$ cat src/rtl/bp_pkg.sv
// Shared types and helpers for the branch predictor: direction counter
// encoding, saturating counter step, and statistics ceiling.
package bp_pkg;

   typedef enum logic [1:0] {
      STRONG_NT = 2'b00,
      WEAK_NT   = 2'b01,
      WEAK_T    = 2'b10,
      STRONG_T  = 2'b11
   } counter_t;

   localparam logic [31:0] STAT_MAX = 32'hFFFF_FFFF;

   function automatic counter_t sat_next(counter_t c, logic taken);
      counter_t n;
      n = c;
      case (c)
         STRONG_NT: n = taken ? WEAK_NT  : STRONG_NT;
         WEAK_NT:   n = taken ? WEAK_T   : STRONG_NT;
         WEAK_T:    n = taken ? STRONG_T : WEAK_NT;
         STRONG_T:  n = taken ? STRONG_T : WEAK_T;
         default:   n = STRONG_NT;
      endcase
      return n;
   endfunction

endpackage

$ cat src/rtl/bp_counter_table.sv
// ENTRIES-deep table of 2-bit direction counters with one combinational
// read port and one registered write port (saturate or allocate-init).
module bp_counter_table
   import bp_pkg::*;
#(
   parameter  int ENTRIES = 16,
   localparam int IDX_W   = $clog2(ENTRIES)
) (
   input  logic             CLK,
   input  logic             nRST,
   input  logic [IDX_W-1:0] rd_idx,
   output counter_t         rd_ctr,
   input  logic             wr_en,
   input  logic [IDX_W-1:0] wr_idx,
   input  logic             wr_taken,
   input  logic             wr_alloc
);

   counter_t ctr [ENTRIES];

   assign rd_ctr = ctr[rd_idx];

   always_ff @(posedge CLK or negedge nRST) begin
      if (!nRST) begin
         for (int i = 0; i < ENTRIES; i++) ctr[i] <= STRONG_NT;
      end else if (wr_en) begin
         // a fresh allocation starts weak in the resolved direction
         if (wr_alloc) ctr[wr_idx] <= wr_taken ? WEAK_T : WEAK_NT;
         else          ctr[wr_idx] <= sat_next(ctr[wr_idx], wr_taken);
      end
   end

endmodule

$ cat src/rtl/br_predictor_btb.sv
// Tagged direct-mapped BTB with 2-bit direction counters and branch /
// mispredict statistics. Define GSHARE_EN to index counters by idx ^ GHR.
module br_predictor_btb
   import bp_pkg::*;
#(
   parameter  int ENTRIES = 16,
   parameter  int HIST_W  = 4,
   localparam int IDX_W   = $clog2(ENTRIES)
) (
   input  logic              CLK,
   input  logic              nRST,
   input  logic [31:0]       lookup_pc,
   output logic              hit,
   output logic              predict,
   output logic [31:0]       pred_target,
   output logic [HIST_W-1:0] pred_hist,
   input  logic              pc_en,
   input  logic              upd_valid,
   input  logic [31:0]       upd_pc,
   input  logic              upd_taken,
   input  logic [31:0]       upd_target,
   input  logic              upd_pred,
   input  logic [HIST_W-1:0] upd_hist,
   output logic [31:0]       br_count,
   output logic [31:0]       mispred_count
);

   localparam int TAG_W = 32 - IDX_W - 2;

   logic             valid   [ENTRIES];
   logic [TAG_W-1:0] tags    [ENTRIES];
   logic [31:0]      targets [ENTRIES];

   logic [IDX_W-1:0] l_idx, u_idx, ctr_rd_idx, ctr_wr_idx;
   logic [TAG_W-1:0] l_tag, u_tag;
   logic             upd, upd_hit, ctr_alloc;
   counter_t         ctr_rd;

   assign l_idx = lookup_pc[IDX_W+1:2];
   assign l_tag = lookup_pc[31:IDX_W+2];
   assign u_idx = upd_pc[IDX_W+1:2];
   assign u_tag = upd_pc[31:IDX_W+2];

   assign upd     = upd_valid & pc_en;
   assign upd_hit = valid[u_idx] && (tags[u_idx] == u_tag);

   assign hit         = valid[l_idx] && (tags[l_idx] == l_tag);
   assign predict     = hit && ((ctr_rd == WEAK_T) || (ctr_rd == STRONG_T));
   assign pred_target = hit ? targets[l_idx] : 32'h0;

   logic unused_bits;

`ifdef GSHARE_EN
   logic [HIST_W-1:0] ghr;

   assign ctr_rd_idx  = l_idx ^ IDX_W'(ghr);
   assign ctr_wr_idx  = u_idx ^ IDX_W'(upd_hist);
   assign ctr_alloc   = 1'b0;
   assign pred_hist   = ghr;
   assign unused_bits = ^{lookup_pc[1:0], upd_pc[1:0]};

   always_ff @(posedge CLK or negedge nRST) begin
      if (!nRST)    ghr <= '0;
      else if (upd) ghr <= {ghr[HIST_W-2:0], upd_taken};
   end
`else
   assign ctr_rd_idx  = l_idx;
   assign ctr_wr_idx  = u_idx;
   assign ctr_alloc   = ~upd_hit;
   assign pred_hist   = '0;
   assign unused_bits = ^{lookup_pc[1:0], upd_pc[1:0], upd_hist};
`endif

   bp_counter_table #(.ENTRIES(ENTRIES)) u_ctr (
      .CLK      (CLK),
      .nRST     (nRST),
      .rd_idx   (ctr_rd_idx),
      .rd_ctr   (ctr_rd),
      .wr_en    (upd),
      .wr_idx   (ctr_wr_idx),
      .wr_taken (upd_taken),
      .wr_alloc (ctr_alloc)
   );

   always_ff @(posedge CLK or negedge nRST) begin
      if (!nRST) begin
         for (int i = 0; i < ENTRIES; i++) begin
            valid[i]   <= 1'b0;
            tags[i]    <= '0;
            targets[i] <= '0;
         end
      end else if (upd) begin
         if (upd_hit) begin
            if (upd_taken) targets[u_idx] <= upd_target;
         end else begin
            valid[u_idx]   <= 1'b1;
            tags[u_idx]    <= u_tag;
            targets[u_idx] <= upd_target;
         end
      end
   end

   always_ff @(posedge CLK or negedge nRST) begin
      if (!nRST) begin
         br_count      <= '0;
         mispred_count <= '0;
      end else if (upd) begin
         if (br_count != STAT_MAX) br_count <= br_count + 32'd1;
         if ((upd_pred != upd_taken) && (mispred_count != STAT_MAX))
            mispred_count <= mispred_count + 32'd1;
      end
   end

endmodule

$ cat config.mk
export PLATFORM = sky130hd
export DESIGN_NAME = br_predictor_btb
export DESIGN_NICKNAME = d
export VERILOG_FILES = /design/src/rtl/bp_pkg.sv /design/src/rtl/bp_counter_table.sv /design/src/rtl/br_predictor_btb.sv
export SDC_FILE = /design/constraint.sdc
export NUM_CORES = 2
export LEC_CHECK = 0
export CORE_ASPECT_RATIO = 0.5
export CORE_MARGIN = 2
export CORE_UTILIZATION = 60
export DETAILED_ROUTE_END_ITERATION = 16
export PLACE_DENSITY = 0.88
export SLEW_MARGIN = 20
export SYNTH_ARGS = -nofsm -noshare
export SYNTH_HDL_FRONTEND = slang
export SYNTH_HIERARCHICAL = 1
export SYNTH_SLANG_ARGS = --single-unit
$ cat constraint.sdc
create_clock -name CLK -period 6.1 [get_ports CLK]
set_input_delay 1.22 -clock CLK [delete_from_list [all_inputs] [get_ports CLK]]
set_output_delay 1.22 -clock CLK [all_outputs]
set_load 0.1 [all_outputs]
==> flow_summary.ini <==
[route]
vias = 32430
postRouteAntennaNets = 0
drcViolationCount = 0
first_iter_violations = 3479
vias_per_cell = 6.773
wl_mm = 136.8
routedWlPerCell_microns = 28.58
firstDrtPassIters = 6

[final_layout]
layout-drive-gt1-share_pct = 44.31
final_nets = 3642
instances_no_fill = 4788
final_core_util_pct = 68.93
area_delta_synth_final_pct = 13.80

[timing]
finalCriticalPeriod_ps = 5828
rsz0062_at_grt = no
finalMaxSlewViolations = 0
setup_viol = 0
finClkSkew_ps = 26.52
worst_slew_pin_slew_ps = 1188
finalCritPeriodShare_pct = 95.54
hold_viol = 0
fmax_mhz = 171.6
slew_headroom_pct = 20.80

[clock_tree]
numCtsBuffers = 92
cts_tree = yes
clock_latency_ps = 700
postCtsResizedCells = 0
clk_path_buf_depth = 3
cts_root_buf = clkbuf_16
hold_buffers = 0
cts.htree.levels = 3
clk_pin_slew_ps = 60
clkSinkCount = 1040
post_cts_buffers = 0

[min_path]
hold_depth = 1
hp-start = mispred_count[10]
worstHoldEndpoint = mispred_count[10]
min_path_type = reg -> reg

[die]
die-area_sq_um = 89400
start_util_pct = 60.57
rows = 76
coreArea_sq_um = 86060
num_io_pins = 208
chipWidth_microns = 420.9
die_y_microns = 212.4

[synthesis]
yosys_warnings = 6
syn-cell-area_sq_um = 52130
netlist_instances = 3397
avgSynthCellArea_sq_um = 15.35

[critical_path]
r2r_start = tags[240]
critPathKind = in -> out
end_kind = output port
cp-start-kind = primary input
cp_slowest_stage_delay_ps = 550
cp_num_buf_inv = 6
rrSetupSlack_ps = 1850
worstPathArrival_ps = 4610
crit_fanout = 34
crit_family = buffers and inverters
cp_common_cell = buf_12
crit_chain = buf_8, buf_12, mux4_2, mux4_2, xor2_1, buf_4, nor4_1, buf_4, nand4_1, buf_12, nor2b_1, buf_12
cpMaxStageDelayCell = mux4_2
r2r_cells = 11
critPathRequiredTime_ps = 4880
r2r-end = u_ctr/ctr[21]

[global_routing]
grt_antenna_before_repair = 8
grt_overflow = 0
grt_pass1_wl_mm = 212.0
grt_pass1_vias = 34630
grt_usage_pct = 31.43
grt_max_degree = 168

[power_and_ir_drop]
p_per_area_nw_per_um2 = 327.5
leakage_nw = 26.16
p_int_mw = 14.02
share_seq_of_total_power_pct = 47.0
combPwrFrac_pct = 20.6
p_switching_mw = 5.406
sw_frac_of_total_pct = 27.83
p_clk_share_pct = 32.4
power_mw = 19.43
ir_worst_vdd_v = 0.0002212

[run_status]
status = completed

[placement]
numPlacedInstances = 4610
dp_hpwl_mm = 82.23
portBuffers = 195
gp_congestion = 0.9445

[run]
cap_viol_max_count = 0
cell type report:
cell class,count,area (sq um)
Inverter,16,60.06
Tap cell,1170,1464
Sequential cell,1040,26030
Antenna cell,9,22.52
Fill cell,5177,26740
Multi-Input combinational cell,2047,24480
Timing Repair Buffer,337,4041
Clock inverter,50,629.4
Clock buffer,119,2595
worst reg2reg max path: stages (launching register included):
cell and delay (ps):
dfrtp_1 400, mux4_2 500, nor3b_1 160, a311oi_1 380, a41oi_1 180, or4b_2 740
nor4_1 210, nand4b_1 300, nor2_1 270, a221oi_1 150, a221o_1 480, mux2_2 350
worst max path at each step:
stage | end | slack, ps | cells after the start | startpoint
2_1_floorplan | pred_target[10] | -290 | 9 | lookup_pc[2]
3_3_place_gp | pred_target[18] | 470 | 11 | lookup_pc[2]
3_5_place_dp | u_ctr/ctr[21] | 380 | 13 | upd_pc[2]
4_1_cts | pred_target[7] | 310 | 12 | lookup_pc[2]
5_1_grt | pred_target[7] | 160 | 12 | lookup_pc[2]
6_report | pred_target[7] | 270 | 12 | lookup_pc[2]
placed cells by master, fill, tap and decap left out, drive strengths merged, types with 12 or more instances in the layout:
cell type,n
mux4,377
nor3,15
a211oi,26
clkinv,27
nand2,106
xor2,42
nor2,54
mux2i,80
nand3,34
clkdlybuf4s50,152
buf,184
mux2,977
nor2b,55
bufinv,13
a22oi,12
xnor2,79
and3,12
o22ai,15
nand4,21
dfrtp,1040
clkbuf,120
o31ai,18
inv,21
nand2b,20
registers in the layout (all words and copies together) (netlist names):
signal	flops
u_ctr/ctr	32
mispred_count	32
tags	416
valid	16
br_count	32
targets	512
power by group through the flow:
stage	sequential [mW]	combinational [mW]	clock, mW
4_1_cts	9.09	4.01	6.32
3_5_place_dp	9.16	3.95	0
5_1_grt	9.26	4.24	6.62
6_report	9.13	4.01	6.29
2_1_floorplan	9.12	2.74	0
3_3_place_gp	9.02	3.78	0
routing by layer:
layer  GRT usage, %  vias to the layer above  routed length (microns)
met2          50.51                     1657                    67090
li1               -                    13090                        -
met5              0                        -                        0
met4          13.53                        0                     5823
met3          6.512                      423                    10890
met1          42.10                    17270                    53020
through the flow:
stage	hold WS, ps	area, sq um	worst slack (ps)	setup TNS (ps)
after CTS	491.1	59300	305.8	0
after floorplan	441.3	52140	-291.0	-8887
after global routing	507.0	59320	155.3	0
after global placement	455.2	56080	471.5	0
final	487.9	59320	272.0	0
after detailed placement	468.8	56080	375.7	0
Power figures use the tool's default switching activity.
